===== src/rtl/mult_unit_pkg.sv =====
// Shared types and constants for the multicycle HI/LO multiplier.
package mult_unit_pkg;

    localparam int MUL_WIDTH = 32;
    localparam int MUL_CNT_W = 6;

    typedef enum logic [1:0] {
        IDLE = 2'd0,
        CALC = 2'd1,
        FIX  = 2'd2,
        DONE = 2'd3
    } state_t;

endpackage


===== src/rtl/mult_unit_adder.sv =====
// Ripple-carry adder used for the accumulate step of the shift-and-add multiplier.

// 1-bit full-adder cell.
module mul_fa (
    input  logic a,
    input  logic b,
    input  logic cin,
    output logic s,
    output logic cout
);

    assign s    = a ^ b ^ cin;
    assign cout = (a & b) | (cin & (a ^ b));

endmodule

// WIDTH-bit ripple-carry adder with carry-out (33-bit result for WIDTH=32).
module mul_adder33
    import mult_unit_pkg::*;
#(
    parameter int WIDTH = MUL_WIDTH
) (
    input  logic [WIDTH-1:0] a,
    input  logic [WIDTH-1:0] b,
    output logic [WIDTH-1:0] sum,
    output logic             cout
);

    logic [WIDTH:0] carry;

    assign carry[0] = 1'b0;
    assign cout     = carry[WIDTH];

    for (genvar i = 0; i < WIDTH; i++) begin : g_cell
        mul_fa u_fa (
            .a    (a[i]),
            .b    (b[i]),
            .cin  (carry[i]),
            .s    (sum[i]),
            .cout (carry[i+1])
        );
    end

endmodule


===== src/rtl/mult_unit.sv =====
// Multicycle WIDTHxWIDTH -> 2*WIDTH multiplier for MULT/MULTU (HI/LO result).
// Radix-2 shift-and-add on operand magnitudes; the product is negated at the end
// when the signed operands had opposite signs.
module mult_unit
    import mult_unit_pkg::*;
#(
    parameter int WIDTH = MUL_WIDTH,
    parameter int CNT_W = MUL_CNT_W
) (
    input  logic             clk,
    input  logic             rst_n,
    input  logic             start,
    input  logic             is_signed,
    input  logic [WIDTH-1:0] a,
    input  logic [WIDTH-1:0] b,
    output logic             busy,
    output logic             done,
    output logic [WIDTH-1:0] hi,
    output logic [WIDTH-1:0] lo
);

    state_t             state;
    // acc_hi drops the always-zero 33rd bit: after the right shift it only ever
    // holds the adder's carry-out in its MSB, which lands in bit WIDTH-1 here.
    logic [WIDTH-1:0]   acc_hi;
    logic [WIDTH-1:0]   acc_lo;
    logic [WIDTH-1:0]   mcand;
    logic [CNT_W-1:0]   cnt;
    logic               neg;

    logic [WIDTH-1:0]   add_b;
    logic [WIDTH-1:0]   add_sum;
    logic               add_cout;
    logic [WIDTH-1:0]   mag_a;
    logic [WIDTH-1:0]   mag_b;
    logic [2*WIDTH-1:0] prod;
    logic [2*WIDTH-1:0] prod_fix;

    // Add the multiplicand only when the current multiplier bit is set.
    always_comb begin
        add_b = acc_lo[0] ? mcand : '0;
    end

    mul_adder33 #(.WIDTH(WIDTH)) u_add (
        .a    (acc_hi),
        .b    (add_b),
        .sum  (add_sum),
        .cout (add_cout)
    );

    // Operand magnitudes for signed operation; 0x80000000 stays as unsigned 2^31.
    always_comb begin
        mag_a = (is_signed && a[WIDTH-1]) ? (~a + WIDTH'(1)) : a;
        mag_b = (is_signed && b[WIDTH-1]) ? (~b + WIDTH'(1)) : b;
    end

    // Final sign fix of the accumulated product; ~0+1 wraps to 0, so no -0.
    always_comb begin
        prod     = {acc_hi, acc_lo};
        prod_fix = neg ? (~prod + (2*WIDTH)'(1)) : prod;
    end

    // Control FSM, datapath registers and registered outputs.
    always_ff @(posedge clk or negedge rst_n) begin
        if (!rst_n) begin
            state  <= IDLE;
            busy   <= 1'b0;
            done   <= 1'b0;
            hi     <= '0;
            lo     <= '0;
            acc_hi <= '0;
            acc_lo <= '0;
            mcand  <= '0;
            cnt    <= '0;
            neg    <= 1'b0;
        end else begin
            done <= 1'b0;
            case (state)
                IDLE, DONE: begin
                    if (start) begin
                        mcand  <= mag_a;
                        acc_hi <= '0;
                        acc_lo <= mag_b;
                        neg    <= is_signed & (a[WIDTH-1] ^ b[WIDTH-1]);
                        cnt    <= '0;
                        busy   <= 1'b1;
                        state  <= CALC;
                    end else begin
                        state <= IDLE;
                    end
                end
                CALC: begin
                    acc_hi <= {add_cout, add_sum[WIDTH-1:1]};
                    acc_lo <= {add_sum[0], acc_lo[WIDTH-1:1]};
                    cnt    <= cnt + CNT_W'(1);
                    if (cnt == CNT_W'(WIDTH - 1)) begin
                        state <= FIX;
                    end
                end
                FIX: begin
                    hi    <= prod_fix[2*WIDTH-1:WIDTH];
                    lo    <= prod_fix[WIDTH-1:0];
                    busy  <= 1'b0;
                    done  <= 1'b1;
                    state <= DONE;
                end
                default: begin
                    state <= IDLE;
                end
            endcase
        end
    end

endmodule


===== config.mk =====
export PLATFORM = sky130hd
export DESIGN_NAME = mult_unit
export DESIGN_NICKNAME = d
export VERILOG_FILES = /design/src/rtl/mult_unit_pkg.sv /design/src/rtl/mult_unit_adder.sv /design/src/rtl/mult_unit.sv
export SDC_FILE = /design/constraint.sdc
export NUM_CORES = 1
export LEC_CHECK = 0
export ABC_AREA = 1
export CAP_MARGIN = 20
export CELL_PAD_IN_SITES_DETAIL_PLACEMENT = 0
export CELL_PAD_IN_SITES_GLOBAL_PLACEMENT = 1
export CORE_MARGIN = 2
export CORE_UTILIZATION = 32
export DETAILED_ROUTE_END_ITERATION = 6
export GPL_TIMING_DRIVEN = 0
export PLACE_DENSITY = 0.76
export SYNTH_ARGS = -nofsm -noshare
export SYNTH_HDL_FRONTEND = slang
export SYNTH_SLANG_ARGS = --single-unit

===== constraint.sdc =====
create_clock -name clk -period 18.25 [get_ports clk]
set_input_delay 1.825 -clock clk [delete_from_list [all_inputs] [get_ports clk]]
set_output_delay 1.825 -clock clk [all_outputs]
set_load 0.005 [all_outputs]

Word level (Yosys, flattened, before mapping). Index checks and enable logic that the tools add are counted.

Add/subtract/negate cells: 4. Equal/unequal tests: 6. Multiplexer cells: 16. Bitwise gates (word level): 162. Reduce and logical (&&, ||, !) cells: 9.

Operators by type and width (count): $mux 32 (5); $pmux 32 s2 (2); $add 32x1->32 const B (2); $add 64x1->64 const B (1); $and 1x1->1 (64); $mux 64 (1); $not 32->32 (2); $not 64->64 (1); $xor 1x1->1 (64); $or 1x1->1 (31); $pmux 6 s2 (1); $add 6x1->6 const B (1); $eq 6x5->1 const B (1); $mux 6 (1); $pmux 2 s3 (1); $reduce_and 2->1 (3); $eq 2x2->1 const B (2); $ne 2x2->1 const B (2); $reduce_bool 2->1 (2); $mux 1 (3); $eq 2x1->1 const B (1); $logic_and 1x1->1 (2); $logic_not 2->1 (1); $mux 2 (1); other kinds (2) (2).

Register bits after elaboration: 171. Bits of input ports: 68. Output and inout bits: 66.

Logic depth before layout (Yosys ltp).
Word-level depth: 65. Depth in mapped cells: 39. Mapped depth without buffers: 38.

Modules after synthesis. From an unflattened synthesis, not the netlist that was laid out.

Cells, all modules: 1607. Area total of the unflattened synthesis: 11432.2 um^2.

Modules (own cells, without submodules): mult_unit (times used 1, cells each 1574, area an instance 10787.8 um^2, sequential area each 4279.1 um^2); mul_fa (times used 32, cells each 1, area an instance 20.0 um^2, sequential area each 0.0 um^2); mul_adder33 (times used 1, cells each 1, area an instance 3.8 um^2, sequential area each 0.0 um^2).

Worst setup path before layout. Ideal clock, no wire load.

Path type: register to register. Start: register acc_lo[0]. End: register acc_hi[30]. Library setup time: 0.138 ns. Arrival: 12.613 ns. Data required time: 18.112 ns. Slack: 5.498 ns. Stages on the path, launching flop included: 38. Period minus slack after synthesis: 12.752 ns. Cell sequence: dfrtp_1 > buf_2 > clkbuf_1 > nand2_1 > fa_1 > fa_1 > fa_1 > fa_1 > fa_1 > fa_1 > fa_1 > fa_1 > fa_1 > fa_1 > fa_1 > fa_1 > fa_1 > fa_1 > [... 2 more ...] > fa_1 > fa_1 > fa_1 > fa_1 > fa_1 > fa_1 > fa_1 > fa_1 > fa_1 > fa_1 > fa_1 > fa_1 > fa_1 > inv_1 > fa_1 > inv_1 > fa_1 > o22ai_1.

Longest elaborated chain between the ends: 64. Elaborated cells on any way between the ends: 125. Those cells by class: mux (2); bitwise (123).

RTL lines: start: declaration (line mult_unit.sv:26) `logic [WIDTH-1:0] acc_lo;`; start signal: assignment (line mult_unit.sv:83) `acc_lo <= mag_b;`; start signal: assignment (line mult_unit.sv:94) `acc_lo <= {add_sum[0], acc_lo[WIDTH-1:1]};`; $mux 32 * (line mult_unit.sv:41) `add_b = acc_lo[0] ? mcand : '0;`; $and 1x1->1 / $xor 1x1->1 (equally long branches) (line mult_unit_adder.sv:13) `assign cout = (a & b) | (cin & (a ^ b));`; $and 1x1->1 (line mult_unit_adder.sv:13); $or 1x1->1 (line mult_unit_adder.sv:13); $and 1x1->1 (line mult_unit_adder.sv:13); $or 1x1->1 (line mult_unit_adder.sv:13); $and 1x1->1 (line mult_unit_adder.sv:13); $or 1x1->1 (line mult_unit_adder.sv:13); [... 48 more ...]; $and 1x1->1 (line mult_unit_adder.sv:13); $or 1x1->1 (line mult_unit_adder.sv:13); $and 1x1->1 (line mult_unit_adder.sv:13); $or 1x1->1 (line mult_unit_adder.sv:13); $and 1x1->1 (line mult_unit_adder.sv:13); $or 1x1->1 (line mult_unit_adder.sv:13); $xor 1x1->1 * (line mult_unit_adder.sv:12) `assign s = a ^ b ^ cin;`; $pmux 32 s2 * (line mult_unit.sv:78) `case (state)`; end signal: assignment (line mult_unit.sv:93) `acc_hi <= {add_cout, add_sum[WIDTH-1:1]};`; end: declaration (line mult_unit.sv:25) `logic [WIDTH-1:0] acc_hi;`.

Every way passes the cells marked *; elsewhere a longest branch is shown, timed or not. A chain may end at the register's enable or synchronous reset.

Final worst setup path.
Start: register acc_lo[0]. End: register acc_hi[29].

Longest elaborated chain between the ends: 62. Elaborated cells on any way between the ends: 121. Those cells by class: mux (2); bitwise (119).

RTL lines (line): $mux 32 * (mult_unit.sv:41); $and 1x1->1 / $xor 1x1->1 (equally long branches) (mult_unit_adder.sv:13); $and 1x1->1 (mult_unit_adder.sv:13); $or 1x1->1 (mult_unit_adder.sv:13); $and 1x1->1 (mult_unit_adder.sv:13); $or 1x1->1 (mult_unit_adder.sv:13); $and 1x1->1 (mult_unit_adder.sv:13); $or 1x1->1 (mult_unit_adder.sv:13); [... 46 more ...]; $and 1x1->1 (mult_unit_adder.sv:13); $or 1x1->1 (mult_unit_adder.sv:13); $and 1x1->1 (mult_unit_adder.sv:13); $or 1x1->1 (mult_unit_adder.sv:13); $and 1x1->1 (mult_unit_adder.sv:13); $or 1x1->1 (mult_unit_adder.sv:13); $xor 1x1->1 * (mult_unit_adder.sv:12); $pmux 32 s2 * (mult_unit.sv:78).

Marks and branches as above.

==> flow_summary.html <==
<table>
<tr><th>Metric</th><th>Value</th></tr>
<tr><th colspan="2">Logic synthesis</th></tr>
<tr><td>Yosys warning count</td><td>0</td></tr>
<tr><td>Post-synthesis sequential element count</td><td>approximately 170</td></tr>
<tr><td>Top cells by area in the synthesized netlist</td><td>sky130_fd_sc_hd__dfrtp_1, sky130_fd_sc_hd__nand2_1, sky130_fd_sc_hd__nand3_1</td></tr>
<tr><td>Share of synthesized area occupied by flip-flops and latches</td><td>approximately two fifths</td></tr>
<tr><td>Post-synthesis instance area</td><td>11,300 um2</td></tr>
<tr><td>Commonest cells in the synthesized netlist</td><td>sky130_fd_sc_hd__nand2_1, sky130_fd_sc_hd__nor2_1, sky130_fd_sc_hd__dfrtp_1</td></tr>
<tr><td>Fraction of synthesized cell area taken by the top area cell type</td><td>between 30% and 40%</td></tr>
<tr><td>Average cell area after synthesis</td><td>~7.1 um2</td></tr>
<tr><td>Async set or reset register ratio after synthesis</td><td>100%</td></tr>
<tr><td>Netlist cell types</td><td>45</td></tr>
<tr><td>Cell taking the most area after synthesis</td><td>sky130_fd_sc_hd__dfrtp_1</td></tr>
<tr><td>Most used flip-flop cell after synthesis</td><td>sky130_fd_sc_hd__dfrtp_1</td></tr>
<tr><td>Number of flops mapped to enable cells by yosys</td><td>0</td></tr>
<tr><td>Total nets after synthesis</td><td>about 1,700</td></tr>
<tr><td>Most frequently used cell type in the post-synthesis netlist</td><td>sky130_fd_sc_hd__nand2_1</td></tr>
<tr><td>Instance count of the mapped netlist</td><td>between 1,500 and 2,000</td></tr>
<tr><th colspan="2">Worst setup path</th></tr>
<tr><td>Startpoint types</td><td>flop</td></tr>
<tr><td>Launching instance or port of the critical path</td><td>acc_lo[0]</td></tr>
<tr><td>WP data required</td><td>between 15,000 and 20,000 ps</td></tr>
<tr><td>CP max stage cell</td><td>sky130_fd_sc_hd__fa_1</td></tr>
<tr><td>Worst r2r dst</td><td>acc_hi[29]</td></tr>
<tr><td>Data arrival, critical path</td><td>about 14,000 ps</td></tr>
<tr><td>RR Startpoint</td><td>acc_lo[0]</td></tr>
<tr><td>End point of the critical path</td><td>acc_hi[29]</td></tr>
<tr><td>Sort of element at the end of the critical path</td><td>flop</td></tr>
<tr><td>Cell mode on critical path</td><td>sky130_fd_sc_hd__fa_1</td></tr>
<tr><td>FF-to-FF path depth</td><td>36</td></tr>
<tr><td>Stage delay of the slowest cell on the critical path</td><td>around 470 ps</td></tr>
<tr><td>Largest fanout of any net on the critical path</td><td>10</td></tr>
<tr><td>Critical Setup Path Class</td><td>flop to flop</td></tr>
<tr><td>R2r setup slk</td><td>approximately 4700 ps</td></tr>
<tr><th colspan="2">Global route</th></tr>
<tr><td>Wire length of the first global-routing pass</td><td>61.7 mm</td></tr>
<tr><td>Met3 track utilization from global routing</td><td>roughly 2.8%</td></tr>
<tr><td>Maximum number of pins on one net before global-route repair</td><td>120</td></tr>
<tr><td>GR Util met1</td><td>32.7%</td></tr>
<tr><td>Via count of the first global-routing pass</td><td>10,705</td></tr>
<tr><td>Busiest layer in global routing</td><td>met2</td></tr>
<tr><td>Overall Global Routing Usage</td><td>~22%</td></tr>
<tr><td>M2 GR Usage</td><td>about a third</td></tr>
<tr><td>Initial antenna violation count</td><td>0</td></tr>
<tr><td>Total global routing overflow</td><td>0</td></tr>
<tr><th colspan="2">STA</th></tr>
<tr><td>Setup slack after layout</td><td>4750 ps</td></tr>
<tr><td>Setup repair after global routing missed its margin</td><td>false</td></tr>
<tr><td>Final Skew</td><td>~17 ps</td></tr>
<tr><td>Finish-stage setup viols</td><td>0</td></tr>
<tr><td>Period utilisation layout</td><td>about three quarters</td></tr>
<tr><td>Final count of pins violating max slew</td><td>0</td></tr>
<tr><td>Clock period minus final worst setup slack</td><td>roughly 14,000 ps</td></tr>
<tr><td>Hold Violations, Final</td><td>0</td></tr>
<tr><td>Headroom to the max-slew limit</td><td>50.3%</td></tr>
<tr><td>Achievable frequency</td><td>about 74 MHz</td></tr>
<tr><td>Slew at the pin closest to its max-slew limit</td><td>approximately 740 ps</td></tr>
<tr><td>TNS Setup</td><td>0 ps</td></tr>
<tr><td>Worst hold slack after final layout</td><td>between 400 and 500 ps</td></tr>
<tr><th colspan="2">Clocking</th></tr>
<tr><td>Clock-pin slew reported for the worst setup and hold paths after clock tree synthesis</td><td>roughly 80 ps</td></tr>
<tr><td>Number of sinks driven by the clock tree</td><td>171</td></tr>
<tr><td>Clk_lat worst skew</td><td>450 ps</td></tr>
<tr><td>Root buffer cell</td><td>sky130_fd_sc_hd__clkbuf_16</td></tr>
<tr><td>Post-CTS setup repair buffer count</td><td>0</td></tr>
<tr><td>Gates resized, CTS repair</td><td>0</td></tr>
<tr><td>Number of clock buffers inserted by TritonCTS</td><td>17</td></tr>
<tr><td>Hold buffers post-CTS</td><td>0</td></tr>
<tr><td>Maximum level of the CTS H-tree</td><td>4</td></tr>
<tr><td>Clock tree from TritonCTS</td><td>yes</td></tr>
<tr><td>Worst-case clock buffer depth</td><td>2</td></tr>
<tr><th colspan="2">Pwr</th></tr>
<tr><td>Worst ir drop on vdd</td><td>between 0.00007 and 0.00008 V</td></tr>
<tr><td>Pleak</td><td>6.37 nW</td></tr>
<tr><td>Power density over cell area</td><td>about 170 nW/um2</td></tr>
<tr><th colspan="2">Layout</th></tr>
<tr><td>Number of nets in the finished design</td><td>around 1,800</td></tr>
<tr><td>Layout area overhead</td><td>22.6%</td></tr>
<tr><td>Antenna diodes</td><td>0</td></tr>
<tr><td>Final core utilization</td><td>~40%</td></tr>
<tr><td>Share of cells above drive strength 1</td><td>5.63%</td></tr>
<tr><td>Number of fill cells</td><td>around 3,700</td></tr>
<tr><td>Non-filler cells in the finished layout</td><td>~2,200</td></tr>
<tr><th colspan="2">Run status</th></tr>
<tr><td>Run status</td><td>finished clean</td></tr>
<tr><th colspan="2">Job</th></tr>
<tr><td>Max capacitance violation total</td><td>0</td></tr>
<tr><th colspan="2">Die</th></tr>
<tr><td>IO Pins</td><td>~130</td></tr>
<tr><td>Area of the die</td><td>36,700 um2</td></tr>
<tr><td>Die Wd</td><td>about 190 um</td></tr>
<tr><td>Y dimension of the die</td><td>around 190 um</td></tr>
<tr><td>Initial cell density of the core</td><td>about 33%</td></tr>
<tr><td>FP Rows</td><td>a little under 70</td></tr>
<tr><td>Placeable core area</td><td>between 30,000 and 40,000 um2</td></tr>
<tr><th colspan="2">Routing</th></tr>
<tr><td>Count of routing violations after the opening detailed-route iteration</td><td>879</td></tr>
<tr><td>Number of iterations in the first detailed-routing pass</td><td>7</td></tr>
<tr><td>Routed wire per std cell</td><td>roughly 18 um</td></tr>
<tr><td>Remaining DRCs</td><td>0</td></tr>
<tr><td>Routed via count divided by cell count</td><td>5.01</td></tr>
<tr><td>Routed vias</td><td>~11,000</td></tr>
<tr><td>Number of antenna-violating nets in the routed design</td><td>0</td></tr>
<tr><td>Aggregate routed wire length</td><td>38.7 mm</td></tr>
<tr><th colspan="2">Worst hold path</th></tr>
<tr><td>Cell depth of the worst hold path</td><td>2</td></tr>
<tr><td>Tightest Hold Check Type</td><td>flop to flop</td></tr>
<tr><td>Hold path start</td><td>hi[22]</td></tr>
<tr><th colspan="2">Placed design</th></tr>
<tr><td>Placed cells</td><td>approximately 2,200</td></tr>
<tr><td>Weighted congestion reported at the end of routability-driven placement</td><td>roughly 0.95</td></tr>
<tr><td>Worst-case setup slack after placement</td><td>between 4000 and 5000 ps</td></tr>
<tr><td>Number of input and output port buffers inserted</td><td>133</td></tr>
<tr><td>Half-perimeter wire length after placement</td><td>around 32 mm</td></tr>
</table>
[layer usage]
layer | vias up | routed length [um]
met4 | 0 | 794
met3 | 45 | 1980
met5 | - | 0
met2 | 343 | 16600
li1 | 5429 | -
met1 | 5173 | 19400
[cells in the final DEF (no fill, tap or decap), types with 9 or more instances in the layout]
cell,synthesis,routed
sky130_fd_sc_hd__nand3_1,150,150
sky130_fd_sc_hd__nand2_1,485,485
sky130_fd_sc_hd__buf_2,16,16
sky130_fd_sc_hd__nand4_1,32,32
sky130_fd_sc_hd__a31oi_1,14,14
sky130_fd_sc_hd__clkbuf_1,34,34
sky130_fd_sc_hd__dfrtp_1,171,171
sky130_fd_sc_hd__o22ai_1,31,31
sky130_fd_sc_hd__clkbuf_16,0,17
sky130_fd_sc_hd__fa_1,31,31
sky130_fd_sc_hd__o21ai_0,103,103
sky130_fd_sc_hd__nor3_1,13,13
sky130_fd_sc_hd__o21ai_1,9,9
sky130_fd_sc_hd__nor2_1,180,180
sky130_fd_sc_hd__xor2_1,37,37
sky130_fd_sc_hd__a21oi_1,48,48
sky130_fd_sc_hd__clkdlybuf4s50_1,0,132
sky130_fd_sc_hd__inv_1,135,135
[final cells by class]
type	instances	area (um2)	share of cell area [%]
Clock buffer	17	425	3.08
Sequential cell	171	4280	31.0
Multi-Input combinational cell	1203	6140	44.5
Tap cell	455	569	4.13
Timing Repair Buffer	134	1360	9.89
Buffer	60	303	2.19
Clock inverter	15	186	1.35
Inverter	140	527	3.82
[per-stage QoR]
step	power (mW)	cell area [um2]
4_1_cts	2.41	13800
6_report	2.41	13800
3_3_place_gp	2.02	13200
3_5_place_dp	2.03	13200
5_1_grt	2.63	13800
2_1_floorplan	1.51	11300
[critical path, delay by kind of cell, from the launching register on]
| kind | cells | cell delay [ps] |
|---|---|---|
| compound gates | 1 | 110 |
| simple gates | 2 | 340 |
| flops | 1 | 320 |
| buf+inv | 3 | 680 |
| fa+ha+maj | 30 | 11900 |
[how the worst min path moves through the flow]
stage | endpoint | slack (ps)
after detailed placement | hi[22] | 470
after global placement | mcand[16] | 470
after floorplan | mcand[11] | 450
final | hi[22] | 480
after global routing | hi[15] | 510
after CTS | hi[22] | 490
[sequential cells by signal, indices dropped and copies added, names as in the netlist]
name    flops
acc_hi     32
acc_lo     32
hi         32
lo         32
mcand      32
cnt         6
state       2
busy        1
done        1
neg         1
[cells by family (layout without fill, tap and decap cells)]
group                    count (synthesis)  after routing  synth area share, %
XOR/XNOR                                43             43                 3.35
adder cells (fa/ha/maj)                 38             38                 6.29
buffers and inverters                  200            366                 7.37
multiplexers                             1              1                0.100
flip-flops                             171            171                 38.0
AND/OR/NAND/NOR                        898            898                 33.8
AO/OA/AOI/OAI                          223            223                 11.1
[power by group]
part / leakage [nW] / total (mW) / switching [mW] / internal [mW]
registers: 2.17 / 0.700 / 0.152 / 0.548
logic: 3.91 / 1.33 / 0.839 / 0.494
clock network: 0.297 / 0.374 / 0.187 / 0.187
No activity file was read; power rests on OpenSTA's default activity.
